==> src/rtl/gemv_pkg.sv <==
// Shared definitions for the GEMV row controller.
// Holds the controller state encoding, the default array geometry
// (N columns per row, M rows per job, DW element width) and a helper
// that sizes row-index ports so that a single-row job still gets a
// one-bit index.
package gemv_pkg;

    localparam int GEMV_N  = 786;
    localparam int GEMV_M  = 64;
    localparam int GEMV_DW = 16;

    typedef enum logic [2:0] {
        ST_IDLE = 3'd0,
        ST_LOAD = 3'd1,
        ST_GO   = 3'd2,
        ST_WAIT = 3'd3,
        ST_OUT  = 3'd4,
        ST_FIN  = 3'd5
    } state_t;

    // Width of a row index for a job of 'depth' rows (never below 1 bit).
    function automatic int idx_width(input int depth);
        return (depth > 1) ? $clog2(depth) : 1;
    endfunction

endpackage

==> src/rtl/gemv_timeout.sv <==
// PE watchdog counter.
// Ports:
//   clk, rst_n : clock, asynchronous active-low reset
//   clear      : restart the count from zero (new PE operation)
//   enable     : count this cycle (PE result outstanding)
//   limit      : number of enabled cycles allowed before expiry
//   expired    : high in the last allowed cycle while enabled, so the
//                owner reacts on the edge that completes 'limit' cycles
module gemv_timeout #(
    parameter int CW = 8
) (
    input  logic          clk,
    input  logic          rst_n,
    input  logic          clear,
    input  logic          enable,
    input  logic [CW-1:0] limit,
    output logic          expired
);

    logic [CW-1:0] count_r;

    // Cycle counter: zeroed on clear, advances while enabled, saturates at limit.
    always_ff @(posedge clk or negedge rst_n) begin
        if (!rst_n) begin
            count_r <= '0;
        end else if (clear) begin
            count_r <= '0;
        end else if (enable && (count_r != limit)) begin
            count_r <= count_r + 1'b1;
        end
    end

    assign expired = enable && (count_r >= (limit - 1'b1));

endmodule

==> src/rtl/gemv_ctrl.sv <==
// GEMV row-sequencing controller.
// Walks rows 0..M-1 of a job: requests a row buffer load, pulses the PE,
// waits for its dot product (guarded by a watchdog), and hands the result
// to a valid/ready consumer before moving on. Rows are strictly sequential.
// Ports:
//   clk, rst_n          : clock, asynchronous active-low reset
//   start, abort        : begin job (IDLE only) / cancel job (abort wins)
//   busy, done, err     : job in progress, completion pulse, sticky timeout
//   row_req/row_addr    : row load request and row index; row_ack completes it
//   pe_valid            : one-cycle PE start; pe_done/pe_y return the result
//   y_valid/y_ready     : result handshake carrying y_data and its row y_idx
// All outputs are registered.
module gemv_ctrl
    import gemv_pkg::*;
#(
    parameter int N  = GEMV_N,
    parameter int M  = GEMV_M,
    parameter int DW = GEMV_DW,
    parameter int TO = N + 8
) (
    input  logic                              clk,
    input  logic                              rst_n,
    input  logic                              start,
    input  logic                              abort,
    output logic                              busy,
    output logic                              done,
    output logic                              err,
    output logic                              row_req,
    output logic [idx_width(M)-1:0]           row_addr,
    input  logic                              row_ack,
    output logic                              pe_valid,
    input  logic                              pe_done,
    input  logic signed [2*DW-1:0]            pe_y,
    output logic                              y_valid,
    input  logic                              y_ready,
    output logic signed [2*DW-1:0]            y_data,
    output logic [idx_width(M)-1:0]           y_idx
);

    localparam int AW = idx_width(M);
    localparam int CW = $clog2(TO + 1);
    localparam logic [AW-1:0] LAST_ROW = AW'(M - 1);
    localparam logic [CW-1:0] TO_LIMIT = CW'(TO);

    state_t                 state_r;
    state_t                 state_s;
    logic [AW-1:0]          r_r;
    logic [AW-1:0]          r_s;
    logic                   err_s;
    logic signed [2*DW-1:0] y_data_s;
    logic [AW-1:0]          y_idx_s;
    logic                   to_clear_s;
    logic                   to_en_s;
    logic                   to_expired_s;

    // The watchdog restarts while the PE is launched and runs while its result is awaited.
    assign to_clear_s = (state_r == ST_GO);
    assign to_en_s    = (state_r == ST_WAIT);

    gemv_timeout #(
        .CW(CW)
    ) u_timeout (
        .clk     (clk),
        .rst_n   (rst_n),
        .clear   (to_clear_s),
        .enable  (to_en_s),
        .limit   (TO_LIMIT),
        .expired (to_expired_s)
    );

    // Next-state, row counter, sticky error and result capture.
    always_comb begin
        state_s  = state_r;
        r_s      = r_r;
        err_s    = err;
        y_data_s = y_data;
        y_idx_s  = y_idx;
        case (state_r)
            ST_IDLE: begin
                if (start && !abort) begin
                    state_s = ST_LOAD;
                    r_s     = '0;
                    err_s   = 1'b0;
                end else begin
                    state_s = ST_IDLE;
                end
            end
            ST_LOAD: begin
                if (abort) begin
                    state_s = ST_IDLE;
                end else if (row_ack) begin
                    state_s = ST_GO;
                end else begin
                    state_s = ST_LOAD;
                end
            end
            ST_GO: begin
                // pe_done is deliberately not looked at here: it still
                // reflects the previous row until the PE sees pe_valid.
                if (abort) begin
                    state_s = ST_IDLE;
                end else begin
                    state_s = ST_WAIT;
                end
            end
            ST_WAIT: begin
                if (abort) begin
                    state_s = ST_IDLE;
                end else if (pe_done) begin
                    state_s  = ST_OUT;
                    y_data_s = pe_y;
                    y_idx_s  = r_r;
                end else if (to_expired_s) begin
                    state_s = ST_IDLE;
                    err_s   = 1'b1;
                end else begin
                    state_s = ST_WAIT;
                end
            end
            ST_OUT: begin
                if (abort) begin
                    state_s = ST_IDLE;
                end else if (y_ready) begin
                    if (r_r == LAST_ROW) begin
                        state_s = ST_FIN;
                    end else begin
                        state_s = ST_LOAD;
                        r_s     = r_r + 1'b1;
                    end
                end else begin
                    state_s = ST_OUT;
                end
            end
            ST_FIN: begin
                state_s = ST_IDLE;
            end
            default: begin
                state_s = ST_IDLE;
            end
        endcase
    end

    // State and registered outputs; each strobe is decoded from the state being entered.
    always_ff @(posedge clk or negedge rst_n) begin
        if (!rst_n) begin
            state_r  <= ST_IDLE;
            r_r      <= '0;
            busy     <= 1'b0;
            done     <= 1'b0;
            err      <= 1'b0;
            row_req  <= 1'b0;
            row_addr <= '0;
            pe_valid <= 1'b0;
            y_valid  <= 1'b0;
            y_data   <= '0;
            y_idx    <= '0;
        end else begin
            state_r  <= state_s;
            r_r      <= r_s;
            busy     <= (state_s != ST_IDLE);
            done     <= (state_s == ST_FIN);
            err      <= err_s;
            row_req  <= (state_s == ST_LOAD);
            row_addr <= r_s;
            pe_valid <= (state_s == ST_GO);
            y_valid  <= (state_s == ST_OUT);
            y_data   <= y_data_s;
            y_idx    <= y_idx_s;
        end
    end

endmodule
==> config.mk <==
export PLATFORM = sky130hd
export DESIGN_NAME = gemv_ctrl
export DESIGN_NICKNAME = d
export VERILOG_FILES = /design/src/rtl/gemv_pkg.sv /design/src/rtl/gemv_timeout.sv /design/src/rtl/gemv_ctrl.sv
export SDC_FILE = /design/constraint.sdc
export NUM_CORES = 1
export LEC_CHECK = 0
export ABC_AREA = 1
export CORE_ASPECT_RATIO = 1.25
export CORE_MARGIN = 2
export CORE_UTILIZATION = 53
export DETAILED_ROUTE_END_ITERATION = 6
export PLACE_DENSITY = 0.9
export SYNTH_ARGS = -nofsm -noshare
export SYNTH_HDL_FRONTEND = slang
export SYNTH_HIERARCHICAL = 1
export SYNTH_SLANG_ARGS = --single-unit
==> constraint.sdc <==
create_clock -name clk -period 4.7 [get_ports clk]
set_input_delay 1.175 -clock clk [delete_from_list [all_inputs] [get_ports clk]]
set_output_delay 1.175 -clock clk [all_outputs]
set_load 0.005 [all_outputs]
# After elaboration in Yosys (flattened, before gate mapping)
# Index checks and enable logic that the tools add are counted.
# W data, S select, Z words.
[totals]
wordCells = 67
mem_bits_ro = 0
ram_bits = 0
output_inout_bits = 50
register_bits = 63
n_memories = 0
latch_bits = 0
in_bits = 39
[op_classes]
div = 0
muxes = 23
multipliers = 0
order_cmp = 1
n_reduce_logical = 12
n_shift = 0
bitwise = 1
n_eq_ne = 17
add_sub_neg = 2
[op_table]
columns = ["cell", "n"]
rows = [
  ["$mux W6", 4],
  ["$mux W10", 2],
  ["$mux W3", 5],
  ["$pmux W3 S5", 1],
  ["$ne A2 B2 Y1 const B", 7],
  ["$pmux W6 S2", 1],
  ["$add A10 B1 Y10 const B", 1],
  ["$ge A10 B10 Y1 const B", 1],
  ["$ne A10 B10 Y1 const B", 1],
  ["$reduce_and A5 Y1", 2],
  ["$eq A3 B2 Y1 const B", 3],
  ["$eq A3 B3 Y1 const B", 3],
  ["$mux W2", 4],
  ["$add A6 B1 Y6 const B", 1],
  ["$eq A3 B1 Y1 const B", 2],
  ["$eq A6 B6 Y1 const B", 1],
  ["$reduce_bool A2 Y1", 3],
  ["$mux W1", 5],
  ["$logic_and A1 B1 Y1", 3],
  ["$logic_not A3 Y1", 1],
  ["$reduce_and A3 Y1", 1],
  ["$reduce_bool A3 Y1", 1],
  ["$pmux W1 S2", 1],
  ["$logic_not A1 Y1", 1],
  ["$not A1 Y1", 1],
]

# Logic depth before layout (Yosys ltp)
# Gate-level depths: netlist of the first run.
[logic_depth]
word_depth = 7
depth_mapped = 21
depth_no_buf = 21

# Modules after synthesis
# Netlist of the first run, hierarchy kept.
[by_module_without_submodules]
columns = ["module", "area_per_inst_um2", "n_inst", "seq_area_each_um2", "cells_each"]
rows = [
  ["gemv_ctrl", 2322.2, 1, 1326.3, 271],
  ["gemv_timeout", 1189.9, 1, 250.2, 185],
]

# Least setup slack after synthesis of the first run
# No wires, ideal clock.
[synth_path]
path_kind = "input -> register"
start = "in abort"
end = "reg r_r[2]"
n_path_buf = 1
setup_ns = 0.126
arrival_time_ns = 1.785
required_ns = 4.574
path_stages = 7
setup_slack_ns = 2.789
cell_sequence = "nor2_1 nand3_1 nand2_1 nand2_2 buf_6 nand2_1 o21ai_0"
[synth_via]
elab_chain_cells = 4
elab_cells_between_ends = 5
classes_between = "2 x eq/ne; 3 x reduce/logical"
[synth_lines]
columns = ["element", "line_no", "source"]
rows = [
  ["start, declared", "gemv_ctrl.sv:24", "input logic abort,"],
  ["$logic_not A1 Y1", "gemv_ctrl.sv:80", "if (start && !abort) begin"],
  ["$logic_and A1 B1 Y1", "gemv_ctrl.sv:80", ""],
  ["$ne A2 B2 Y1 (no line)", "--", ""],
  ["$reduce_and A5 Y1 (no line) (*)", "--", ""],
  ["end signal, assigned", "gemv_ctrl.sv:159", "r_r <= r_s;"],
  ["end, declared", "gemv_ctrl.sv:47", "logic [AW-1:0] r_r;"],
]
# Mark *: on every way between the ends. The rest lies on a longest branch, timed or not.
# A chain may end at the register's enable or synchronous reset.

# Worst setup path after layout of the first run
[layout_path]
start = "in abort"
end = "reg y_data[25]"
[layout_via]
elab_chain_cells = 2
[layout_lines]
columns = ["element", "line_no", "source"]
rows = [
  ["$not A1 Y1 (no line)", "--", ""],
  ["$reduce_and A3 Y1 (no line)", "--", ""],
  ["end signal, assigned", "gemv_ctrl.sv:167", "y_data <= y_data_s;"],
  ["end, declared", "gemv_ctrl.sv:36", "output logic signed [2*DW-1:0] y_data,"],
]
# No other way between the ends.

==> results of run 1 <==
metrics by stage:
step | hold WS, ps | cell area [µm²] | setup slack [ps]
floorplan | 473 | 3610 | 2790
finish | 480 | 4670 | 1640
detailed placement | 471 | 4500 | 1400
global route | 521 | 4670 | 1430
global placement | 465 | 4500 | 1450
CTS | 486 | 4670 | 1670
logic make-up (layout without fill, tap and decap cells):
group	count (synthesis)	after routing	synth area share
AO/OA/AOI/OAI	59	59	0.0859
XOR/XNOR	13	13	0.0324
flip-flops	63	63	0.449
AND/OR/NAND/NOR	210	210	0.266
buffers and inverters	96	188	0.119
other	2	28	0.00214
adder cells (fa/ha/maj)	13	13	0.0463
worst paths after layout:
path,endpoint,slack [ps],cells after the start
min in group asynchronous,r_r[3],980,1
worst max-delay path,y_data[25],1640,6
max in group asynchronous,y_data[24],2880,2
worst max register to register,y_data[25],2090,7
worst min-delay path,err,480,2
worst min register to register,err,480,2
area by class of cell:
cell class                 count  area (µm²)
fill                         458        1810
multi-input combinational    323        1620
sequential                    63        1580
timing repair buffer          90         891
inverter                      83         312
clock buffer                  11         141
tap                           87         109
clock inverter                 4        22.5
routing by layer:
metal  track usage  vias to the layer above  share of wire
li1              -                     1629              -
met1         0.272                     1477           0.41
met2         0.409                      103           0.50
met3        0.0625                       18          0.066
met4         0.100                        0          0.027
met5             0                        -              0
cells in the final DEF, fill, tap and decap left out:
| master | netlist | layout |
|---|---|---|
| sky130_fd_sc_hd__inv_1 | 79 | 79 |
| sky130_fd_sc_hd__nand2_1 | 117 | 117 |
| sky130_fd_sc_hd__nor3_1 | 1 | 1 |
| sky130_fd_sc_hd__or2_2 | 1 | 1 |
| sky130_fd_sc_hd__inv_2 | 4 | 4 |
| sky130_fd_sc_hd__buf_2 | 3 | 1 |
| sky130_fd_sc_hd__a21boi_0 | 1 | 1 |
| sky130_fd_sc_hd__a21oi_1 | 4 | 4 |
| sky130_fd_sc_hd__xor2_1 | 9 | 9 |
| sky130_fd_sc_hd__a31oi_1 | 1 | 1 |
| sky130_fd_sc_hd__nor2_1 | 31 | 31 |
| sky130_fd_sc_hd__nor4_1 | 1 | 1 |
| sky130_fd_sc_hd__nand4_1 | 16 | 16 |
| sky130_fd_sc_hd__clkbuf_8 | 0 | 10 |
| sky130_fd_sc_hd__xnor2_1 | 4 | 4 |
| sky130_fd_sc_hd__nand3_2 | 3 | 3 |
| sky130_fd_sc_hd__nand2_4 | 2 | 2 |
| sky130_fd_sc_hd__a211oi_1 | 1 | 1 |
| sky130_fd_sc_hd__nand2_2 | 3 | 3 |
| sky130_fd_sc_hd__o21ai_1 | 33 | 33 |
| sky130_fd_sc_hd__clkbuf_1 | 2 | 1 |
| sky130_fd_sc_hd__clkdlybuf4s50_1 | 0 | 87 |
| sky130_fd_sc_hd__clkinvlp_4 | 0 | 1 |
| sky130_fd_sc_hd__conb_1 | 2 | 28 |
| sky130_fd_sc_hd__nand3_1 | 32 | 32 |
| sky130_fd_sc_hd__ha_1 | 13 | 13 |
| sky130_fd_sc_hd__nor2_2 | 1 | 1 |
| sky130_fd_sc_hd__dfrtp_1 | 63 | 63 |
| sky130_fd_sc_hd__buf_4 | 2 | 2 |
| sky130_fd_sc_hd__clkinv_2 | 0 | 3 |
| sky130_fd_sc_hd__o21ai_0 | 19 | 19 |
| sky130_fd_sc_hd__nor2_4 | 2 | 2 |
state kept, by name (all words and copies together), names as in the netlist:
signal and count:
y_data 32, u_timeout/count_r 10, r_r 6, y_idx 6, state_r 3, busy 1, done 1, err 1
pe_valid 1, row_req 1, y_valid 1
worst reg2reg max path, stage by stage, from the launching register on:
cell	delay (ps)
sky130_fd_sc_hd__dfrtp_1	450
sky130_fd_sc_hd__inv_2	150
sky130_fd_sc_hd__nand2_4	80
sky130_fd_sc_hd__nor2_4	330
sky130_fd_sc_hd__nand3_2	730
sky130_fd_sc_hd__buf_4	520
sky130_fd_sc_hd__nand2_1	100
sky130_fd_sc_hd__o21ai_0	90
power by group through the flow:
stage	clock (W)	combinational [W]	sequential [W]
finish	0.000398	0.000402	0.000696
global route	0.000426	0.000447	0.000708
CTS	0.000406	0.000404	0.000695
detailed placement	0	0.000397	0.000702
global placement	0	0.000382	0.000701
floorplan	0	0.000151	0.000701
==> Implementation_results.wiki, run 1 <==
{| class="wikitable"
! Metric !! Value
|-
| Outcome || completed
|-
| Worst relative slew slack || 0.372
|-
| Count of hold-fix buffers inserted at cts || 0
|-
| Number of antenna violations at the first check in global routing || 0
|-
| Chain of cells forming the critical path || clkdlybuf4s50_1 > inv_1 > nand3_2 > buf_4 > nand2_1 > o21ai_0
|-
| Slew @ Worst Pin || 942 ps
|-
| Post-synth top area share || 0.449
|-
| DR vias/cell || 4.88
|-
| Number of enable flip-flop cells after synthesis || 0
|-
| Pwr Total || 0.00150 W
|-
| Count of vias placed by the detailed router || 3227
|-
| Final weighted congestion in routability-driven placement || 1.01
|-
| HP Start || err
|-
| Post-CTS setup buffers || 0
|-
| Share of total power in combinational logic || 0.269
|-
| CP peak stage delay || 650 ps
|-
| Clock period minus final worst setup slack || 3060 ps
|-
| Internal power component || 0.00106 W
|-
| Type of element launching the critical path || primary input
|-
| Leakage Power || 2.41 nW
|-
| Final cycle utilization of the critical path || 0.651
|-
| Power per standard cell area || 320 nW/µm²
|-
| Worst reg2reg path startpoint || state_r[2]
|-
| Antenna-violating nets left || 0
|-
| Critical path launch point || abort
|-
| Grt total ovfl || 0
|-
| Row count || 33
|-
| CTS buffer count || 9
|-
| Average instance area after synthesis || 7.70 µm²
|-
| TritonCTS clock tree || yes
|-
| Reg power frac || 0.465
|-
| Unrepaired setup endpoints after global routing || no
|-
| Async S/R FF share, synth || 1.00
|-
| I/O pin total || 89
|-
| Maximum number of pins on one net before global-route repair || 48
|-
| Fin. Hold Viols || 0
|-
| Clock slew at reported path FFs || 60 ps
|-
| Clock net sink count || 63
|-
| Setup-failing EPs final || 0
|-
| Post-layout utilization of the core || 0.720
|-
| Share of total power in the clock network || 0.266
|-
| Input/output buffers || 88
|-
| Final WL || 8340 µm
|-
| Clock root buffer master || sky130_fd_sc_hd__clkbuf_8
|-
| Initial DRC count || 107
|-
| Cell taking the most area after synthesis || sky130_fd_sc_hd__dfrtp_1
|-
| All-layer global routing usage || 0.234
|-
| Count of yosys warnings during synthesis || 6
|-
| Most used standard cell by instance count after synthesis || sky130_fd_sc_hd__nand2_1
|-
| Resized cells post-CTS || 0
|-
| Antenna fix cells || 0
|-
| Synth cell count leaders || sky130_fd_sc_hd__nand2_1, sky130_fd_sc_hd__inv_1, sky130_fd_sc_hd__dfrtp_1
|-
| Most used flip-flop cell after synthesis || sky130_fd_sc_hd__dfrtp_1
|-
| Post-synthesis instance area || 3510 µm²
|-
| Switching share of power || 0.291
|-
| Worst path arrival time || 3230 ps
|-
| Sort of element at the end of the critical path || flip-flop
|-
| Number of distinct library cell variants in the gate-level netlist after synthesis || 29
|-
| Area of the die || 7300 µm²
|-
| Final worst clock skew || 9.20 ps
|-
| Worst endpoint required time || 4870 ps
|-
| Net count of the finished layout || 622
|-
| Yosys reg bits || 63
|-
| WS Path Type || in2reg
|-
| Kind of cell adding the most delay to the critical path || buffers and inverters
|-
| Worst VDD drop || 312 µV
|-
| Residual DRC count || 0
|-
| Share of the yosys chip area belonging to registers || 0.449
|-
| Number of global-route vias before repair || 3090
|-
| Top cells by area in the synthesized netlist || sky130_fd_sc_hd__dfrtp_1, sky130_fd_sc_hd__nand2_1, sky130_fd_sc_hd__inv_1, sky130_fd_sc_hd__o21ai_1, sky130_fd_sc_hd__ha_1
|-
| Placeable Area || 6480 µm²
|-
| Die Height || 95.0 µm
|-
| Global-route wire length before repair || 13600 µm
|-
| Final Instance Count excl. Fillers || 661
|-
| Initial Utilization || 0.542
|-
| Cell total after placement || 646
|-
| Critical-path maximum fanout || 47
|-
| Max Buffers Root-to-Sink || 2
|-
| Worst Hold Class || reg2reg
|-
| WP buf/inv || 3
|-
| Mean routed wirelength per cell || 12.6 µm
|-
| Worst path slowest cell || sky130_fd_sc_hd__nand3_2
|-
| Detailed placer's ending HPWL || 6000 µm
|-
| Depth of the CTS H-tree || 3
|-
| Ratio of cells with drive above 1 in the final layout || 0.0575
|-
| Die span in x || 76.8 µm
|-
| Synth Instances || 456
|-
| Detailed-router iteration count before antenna repair || 4
|-
| Highest Clock Rate || 327 MHz
|-
| Final sum of negative setup slack || 0 ps
|-
| Layout Area Growth over Synthesis || 32.9%
|-
| Worst-Skew Late Latency || 340 ps
|-
| Max-slew violation total from the final report || 0
|-
| P_sw || 0.000436 W
|-
| Max Cap Viol || 0
|}
Note: power is estimated with default switching activity, not from simulation.
==> run 2, diff against run 1 <==
--- a/config.mk
+++ b/config.mk
@@ -8,9 +8,9 @@
 export ABC_AREA = 1
 export CORE_ASPECT_RATIO = 1.25
 export CORE_MARGIN = 2
-export CORE_UTILIZATION = 53
+export CORE_UTILIZATION = 49
 export DETAILED_ROUTE_END_ITERATION = 6
-export PLACE_DENSITY = 0.9
+export PLACE_DENSITY = 0.85
 export SYNTH_ARGS = -nofsm -noshare
 export SYNTH_HDL_FRONTEND = slang
 export SYNTH_HIERARCHICAL = 1
==> constraint.sdc (replaced) <==
create_clock -name clk -period 3 [get_ports clk]
set_input_delay 0.75 -clock clk [delete_from_list [all_inputs] [get_ports clk]]
set_output_delay 0.75 -clock clk [all_outputs]
set_load 0.005 [all_outputs]
==> run 2 against run 1 <==
Routed wire length is 0.25% lower. Clock skew is 3.5 ps lower. Hold slack worse by 55 ps. Critical path depth is 8 higher. Register-to-register slack worse by 1400 ps. Clock-buffer cell count is 1 higher. Clock power is 68% higher. First-iteration DRC count is 93% higher. Worst setup slack worse by 900 ps. Core utilization is 4.1 points lower. Critical path type is now reg2reg. Highest routed layer unchanged.
==> Implementation_results.wiki, run 2 (synthesis results as in run 1) <==
{| class="wikitable"
! Metric !! Value
|-
| Area post-placement || 4530 µm² (+0.53%)
|-
| Worst endpoint required time || 3260 ps (-1610 ps)
|-
| Final std cell area, no fill || 4710 µm² (+0.91%)
|-
| Chain of cells forming the critical path || inv_1 > ha_1 > inv_1 > a21boi_0 > o21ai_0 > nand3_1 > nand2_1 > inv_1 > nor2_1 > nor2_1 > nor2_1 > nor2_1 > o21ai_0 > nor2_1
|-
| Placeable Area || 6930 µm² (+7.0%)
|-
| Number of antenna violations at the first check in global routing || 0 (unchanged)
|-
| Die span in x || 79.7 µm (+3.8%)
|-
| FF+latch area || 1580 µm² (unchanged)
|-
| I/O pin total || 89 (unchanged)
|-
| Fin. Hold Viols || 0 (unchanged)
|-
| Slew @ Worst Pin || 608 ps (-335 ps)
|-
| Worst-Skew Late Latency || 340 ps (about the same)
|-
| Detailed-router iteration count before antenna repair || 4 (unchanged)
|-
| TritonCTS clock tree || yes
|-
| Antenna-violating nets left || 0 (unchanged)
|-
| Worst path arrival time || 2520 ps (-710 ps)
|-
| Residual DRC count || 0 (unchanged)
|-
| Highest-count cells in the layout ignoring fill and taps || sky130_fd_sc_hd__nand2_1, sky130_fd_sc_hd__clkdlybuf4s50_1, sky130_fd_sc_hd__inv_1, sky130_fd_sc_hd__dfrtp_1, sky130_fd_sc_hd__o21ai_1
|-
| Number of flip-flops in the largest register || 32 (unchanged)
|-
| Commonest non-fill, non-tap cell in the layout || sky130_fd_sc_hd__nand2_1
|-
| Internal power component || 0.00171 W (+61%)
|-
| Antenna fix cells || 0 (unchanged)
|-
| Post-CTS setup buffers || 0 (unchanged)
|-
| Input/output buffers || 88 (unchanged)
|-
| Worst path slowest cell || sky130_fd_sc_hd__dfrtp_1
|-
| Count of vias placed by the detailed router || 3244 (+0.53%)
|-
| Number of fill cells || 536 (+17%)
|-
| Final weighted congestion in routability-driven placement || 0.840 (-16%)
|-
| Clock period minus final worst setup slack || 2260 ps
|-
| Initial DRC count || 207 (+93%)
|-
| Cell total after placement || 650 (+0.62%)
|-
| Pwr Total || 0.00239 W (+60%)
|-
| Clock root buffer master || sky130_fd_sc_hd__clkbuf_8
|-
| Detailed placer's ending HPWL || 6180 µm (+3.0%)
|-
| Cell occurring most often along the worst timing path || sky130_fd_sc_hd__nor2_1
|-
| Layout Area Growth over Synthesis || 34.1%
|-
| WS Path Type || reg2reg
|-
| Area of the die || 7870 µm² (+7.8%)
|-
| Worst VDD drop || 385 µV (+23%)
|-
| DR vias/cell || 4.88 (about the same)
|-
| Critical-path maximum fanout || 6 (-87%)
|-
| Depth of the CTS H-tree || 3 (unchanged)
|-
| Max-slew violation total from the final report || 0 (unchanged)
|-
| WP buf/inv || 3 (unchanged)
|-
| Footprint of the multi-input gates || 1620 µm² (unchanged)
|-
| Leakage Power || 2.43 nW (+0.85%)
|-
| Reg power frac || 0.457 (-0.008)
|-
| Switching share of power || 0.285 (-0.00592)
|-
| Clock net sink count || 63 (unchanged)
|-
| P_sw || 0.000683 W (+57%)
|-
| Type of element launching the critical path || flip-flop
|-
| Biggest register || y_data
|-
| Setup-failing EPs final || 0 (unchanged)
|-
| Share of total power in the clock network || 0.280 (+0.014)
|-
| Maximum number of pins on one net before global-route repair || 59 (+23%)
|-
| Global-route layer with the greatest usage || met2
|-
| Grt total ovfl || 0 (unchanged)
|-
| Highest Clock Rate || 442 MHz
|-
| Net count of the finished layout || 623 (+0.16%)
|-
| Final Instance Count excl. Fillers || 665 (+0.61%)
|-
| Global-route wire length before repair || 14100 µm (+3.4%)
|-
| Max Buffers Root-to-Sink || 2 (unchanged)
|-
| Final worst clock skew || 5.68 ps (-3.51 ps)
|-
| Met3 track utilization from global routing || 0.0614 (-0.00114)
|-
| Ratio of cells with drive above 1 in the final layout || 0.0609 (+0.00338)
|-
| Number of global-route vias before repair || 3313 (+7.2%)
|-
| Die Height || 98.7 µm (+3.8%)
|-
| CTS buffer count || 9 (unchanged)
|-
| Clock slew at reported path FFs || 60 ps (about the same)
|-
| Final cycle utilization of the critical path || 0.753
|-
| Sort of element at the end of the critical path || flip-flop
|-
| Largest registers || y_data x32, u_timeout/count_r x10
|-
| Final WL || 8310 µm (-0.25%)
|-
| Register-to-register setup slack || 740 ps (-1350 ps)
|-
| GRT met1 Usage || 0.264 (-0.00822)
|-
| Met2 demand-to-capacity share in global routing || 0.382 (-0.0266)
|-
| Unrepaired setup endpoints after global routing || no
|-
| Count of hold-fix buffers inserted at cts || 0 (unchanged)
|-
| Worst Hold Class || in2async
|-
| Kind of cell adding the most delay to the critical path || simple AND/OR/NAND/NOR gates
|-
| Share of total power in combinational logic || 0.263 (-0.006)
|-
| Mean routed wirelength per cell || 12.5 µm (-0.85%)
|-
| Outcome || completed
|-
| Worst relative slew slack || 0.595 (+0.223)
|-
| Max Cap Viol || 0 (unchanged)
|-
| Row count || 34 (+3.0%)
|-
| Initial Utilization || 0.506 (-0.0353)
|-
| All-layer global routing usage || 0.225 (-0.00859)
|-
| CP peak stage delay || 440 ps (-210 ps)
|-
| Final sum of negative setup slack || 0 ps (unchanged)
|-
| Resized cells post-CTS || 0 (unchanged)
|-
| Power per standard cell area || 508 nW/µm² (+59%)
|}
## run 2: worst register-to-register path: stages, from the launching register on
cell                       delay [ps]
sky130_fd_sc_hd__dfrtp_1          440
sky130_fd_sc_hd__inv_1            130
sky130_fd_sc_hd__ha_1             290
sky130_fd_sc_hd__inv_1             50
sky130_fd_sc_hd__a21boi_0         180
sky130_fd_sc_hd__o21ai_0          120
sky130_fd_sc_hd__nand3_1          100
sky130_fd_sc_hd__nand2_1           60
sky130_fd_sc_hd__inv_1            100
sky130_fd_sc_hd__nor2_1            50
sky130_fd_sc_hd__nor2_1            90
sky130_fd_sc_hd__nor2_1            50
sky130_fd_sc_hd__nor2_1           200
sky130_fd_sc_hd__o21ai_0          190
sky130_fd_sc_hd__nor2_1           130
## run 2: per-layer routing
| layer | vias to the layer above | share of wire |
|---|---|---|
| li1 | 1626 | - |
| met1 | 1490 | 0.40 |
| met2 | 104 | 0.51 |
| met3 | 24 | 0.065 |
| met4 | 0 | 0.024 |
| met5 | - | 0 |
## run 2: worst paths after layout
check                                           from  cells past startpoint                    to
worst max-delay path            u_timeout/count_r[0]                     14               row_req
worst min-delay path                           rst_n                      1              y_idx[1]
worst max register to register  u_timeout/count_r[0]                     14               row_req
worst min register to register                   err                      2                   err
max in group asynchronous                      rst_n                      2  u_timeout/count_r[3]
min in group clk                                 err                      2                   err
## run 2: power by group through the flow
stage	Sequential, W	Clock [W]	Combinational [W]
detailed placement	0.00110	0	0.000630
finish	0.00109	0.000670	0.000630
CTS	0.00109	0.000683	0.000634
global route	0.00111	0.000716	0.000700
global placement	0.00110	0	0.000601
floorplan	0.00110	0	0.000236
## run 2: layout make-up
type,count,area share
clock inverters,3,0.00372
repair buffers,91,0.193
inverters,83,0.0661
clock buffers,12,0.0351
well taps,90,0.0239
multi-input cells,323,0.343
flip-flops and latches,63,0.335
## run 2: metrics by stage
stage | util | setup slack (ps) | hold WS [ps]
global placement | 0.653 | 645 | 466
floorplan | - | 1160 | 454
finish | 0.679 | 740 | 425
CTS | 0.679 | 708 | 427
global route | 0.679 | 429 | 448
detailed placement | 0.653 | 603 | 474
==> run 3, diff against run 2 <==
==> constraint.sdc (replaced) <==
create_clock -name clk -period 2.2 [get_ports clk]
set_input_delay 0.55 -clock clk [delete_from_list [all_inputs] [get_ports clk]]
set_output_delay 0.55 -clock clk [all_outputs]
set_load 0.005 [all_outputs]
==> run 3 against run 2 <==
Core utilization up 1.1 points. Critical endpoint is now busy. Design area up 1.6%. Combinational power up 40%.
==> Implementation_results.wiki, run 3 (synthesis results as in run 1) <==
{| class="wikitable"
! Metric !! Value
|-
| Area of the die || 7870 µm² (unchanged)
|-
| WS Path Type || reg2reg
|-
| Cell total after placement || 656 (+0.92%)
|-
| Sort of element at the end of the critical path || flip-flop
|-
| Worst R2R End || busy
|-
| Layout Area Growth over Synthesis || 36.3%
|-
| Antenna fix cells || 0 (unchanged)
|-
| Clock period minus final worst setup slack || 1990 ps (-271 ps)
|-
| Worst hold slack || 206 ps (-219 ps)
|-
| Biggest register || y_data
|-
| Worst path slowest cell || sky130_fd_sc_hd__dfrtp_1
|-
| Final weighted congestion in routability-driven placement || 0.854 (+1.7%)
|-
| Worst path arrival time || 2200 ps (-320 ps)
|-
| Outcome || completed
|-
| Highest Clock Rate || 503 MHz (+14%)
|-
| Number of global-route vias before repair || 3235 (-2.4%)
|-
| Grt total ovfl || 0 (unchanged)
|-
| CTS buffer count || 9 (unchanged)
|-
| Worst reg2reg path startpoint || u_timeout/count_r[6]
|-
| Detailed placer's ending HPWL || 6230 µm (+0.82%)
|-
| Final worst clock skew || 4.61 ps (-1.07 ps)
|-
| Power per standard cell area || 702 nW/µm² (+38%)
|-
| Type of element launching the critical path || flip-flop
|-
| Switching share of power || 0.286 (+0.000394)
|-
| Count of vias placed by the detailed router || 3291 (+1.4%)
|-
| Worst r2r path cells || 12 (-2)
|-
| Input/output buffers || 88 (unchanged)
|-
| Chain of cells forming the critical path || ha_1 > nand3_1 > nor3_1 > o21ai_0 > nand3_1 > nand2_1 > inv_1 > o21ai_0 > nand2_1 > nand2_1 > nor2_1 > nand3_1
|-
| Row count || 34 (unchanged)
|-
| Die span in x || 79.7 µm (unchanged)
|-
| Initial Utilization || 0.506 (unchanged)
|-
| Placeable Area || 6930 µm² (unchanged)
|-
| Critical path launch point || u_timeout/count_r[6]
|-
| Largest registers || y_data x32, u_timeout/count_r x10
|-
| Unrepaired setup endpoints after global routing || no
|-
| Setup-failing EPs final || 0 (unchanged)
|-
| Critical-path maximum fanout || 5 (-1)
|-
| Reg power frac || 0.439 (-0.018)
|-
| Detailed-router iteration count before antenna repair || 4 (unchanged)
|-
| Internal power component || 0.00240 W (+40%)
|-
| Post-CTS setup buffers || 0 (unchanged)
|-
| Mean routed wirelength per cell || 12.6 µm (+0.93%)
|-
| Share of total power in the clock network || 0.299 (+0.019)
|-
| P_sw || 0.000960 W (+41%)
|-
| DR vias/cell || 4.90 (+0.39%)
|-
| Final std cell area, no fill || 4790 µm² (+1.6%)
|-
| Register-to-register setup slack || 210 ps (-530 ps)
|-
| Final Instance Count excl. Fillers || 672 (+1.1%)
|-
| Worst endpoint required time || 2410 ps (-850 ps)
|-
| Residual DRC count || 0 (unchanged)
|-
| Number of flip-flops in the largest register || 32 (unchanged)
|-
| Worst-Skew Late Latency || 340 ps (about the same)
|-
| Final cycle utilization of the critical path || 0.904 (+0.151)
|-
| Max-slew violation total from the final report || 0 (unchanged)
|-
| Worst Hold Class || in2async
|-
| Area post-placement || 4590 µm² (+1.3%)
|-
| Antenna-violating nets left || 0 (unchanged)
|-
| Highest-count cells in the layout ignoring fill and taps || sky130_fd_sc_hd__nand2_1, sky130_fd_sc_hd__clkdlybuf4s50_1, sky130_fd_sc_hd__inv_1, sky130_fd_sc_hd__dfrtp_1, sky130_fd_sc_hd__o21ai_1
|-
| Clock root buffer master || sky130_fd_sc_hd__clkbuf_8
|-
| Global-route wire length before repair || 14600 µm (+3.9%)
|-
| Max Cap Viol || 0 (unchanged)
|-
| CP peak stage delay || 440 ps (about the same)
|-
| Depth of the CTS H-tree || 3 (unchanged)
|-
| Clock net sink count || 63 (unchanged)
|-
| Number of antenna violations at the first check in global routing || 0 (unchanged)
|-
| Final WL || 8480 µm (+2.0%)
|-
| Commonest non-fill, non-tap cell in the layout || sky130_fd_sc_hd__nand2_1
|-
| Maximum number of pins on one net before global-route repair || 78 (+32%)
|-
| Count of hold-fix buffers inserted at cts || 0 (unchanged)
|-
| Net count of the finished layout || 629 (+0.96%)
|-
| Clock slew at reported path FFs || 70 ps (about the same)
|-
| Initial DRC count || 240 (+16%)
|-
| TritonCTS clock tree || yes
|-
| Post-layout utilization of the core || 0.691 (+0.0112)
|-
| Fin. Hold Viols || 0 (unchanged)
|-
| Max Buffers Root-to-Sink || 2 (unchanged)
|-
| Worst setup path end || busy
|-
| Leakage Power || 2.47 nW (+1.6%)
|-
| Die Height || 98.7 µm (unchanged)
|-
| All-layer global routing usage || 0.234 (+0.00915)
|-
| Ratio of cells with drive above 1 in the final layout || 0.0773 (+0.0165)
|-
| I/O pin total || 89 (unchanged)
|-
| Worst VDD drop || 480 µV (+25%)
|-
| Final sum of negative setup slack || 0 ps (unchanged)
|-
| Share of total power in combinational logic || 0.262 (about the same)
|}
run 3: cell count changes in the layout (fill, tap and decap cells not counted):
cell                         delta
sky130_fd_sc_hd__dfrtp_1        -2
sky130_fd_sc_hd__clkbuf_8       -2
sky130_fd_sc_hd__o21ai_0        -1
sky130_fd_sc_hd__nor2_2         +1
sky130_fd_sc_hd__clkinv_2       +1
sky130_fd_sc_hd__bufinv_16      +1
sky130_fd_sc_hd__o21ai_1        +1
sky130_fd_sc_hd__dfrtp_2        +2
sky130_fd_sc_hd__clkinvlp_4     +1
sky130_fd_sc_hd__buf_4          +5
sky130_fd_sc_hd__nor2_1         -1
sky130_fd_sc_hd__buf_12         +1
run 3: final cells by class:
type	count	area, µm²
Tap cell	90	113
Timing Repair Buffer	97	968
Inverter	83	312
Sequential cell	63	1580
Clock buffer	10	138
Fill cell	548	2150
Multi-Input combinational cell	323	1620
Clock inverter	6	60.1
run 3: worst max-delay path: cells and delay by family, from the launching register on:
family          cells  cell delay [ps]
compound gates      2              200
fa+ha+maj           1              320
buf+inv             1               80
flops               1              440
simple gates        8              830
run 3: metrics by stage:
stage                     setup slack [ps]  total power, W
after floorplan                        365         0.00182
after global placement                 246         0.00233
after detailed placement               155         0.00236
after CTS                              128         0.00338
after global routing                  1.27         0.00355
final                                  210         0.00336
run 3: worst min-delay path by stage:
| stage | from | end | slack, ps | cells past startpoint |
|---|---|---|---|---|
| 2_1_floorplan | rst_n | busy | 250 | 0 |
| 3_3_place_gp | y_data[28] | y_data[28] | 470 | 2 |
| 3_5_place_dp | err | err | 470 | 2 |
| 4_1_cts | rst_n | y_idx[2] | 220 | 2 |
| 5_1_grt | rst_n | y_idx[3] | 220 | 2 |
| 6_report | rst_n | r_r[5] | 210 | 2 |
run 3: what timing repair did:
action	in CTS	in global routing
endpoints found under the setup margin	0	3
endpoints found under the hold margin	0	0
gates resized for setup	0	4
run 3: power by group through the flow:
stage | Sequential [W] | Clock, W | Combinational [W]
after floorplan | 0.00150 | 0 | 0.000322
after global placement | 0.00148 | 0 | 0.000847
after detailed placement | 0.00149 | 0 | 0.000876
after CTS | 0.00147 | 0.00103 | 0.000882
after global routing | 0.00150 | 0.00108 | 0.000974
final | 0.00148 | 0.00101 | 0.000879
run 3: metal layers:
layer  track usage  share of wire
met3        0.0696          0.066
met2         0.389           0.50
met1         0.291           0.41
met4        0.0756          0.018
met5             0              0
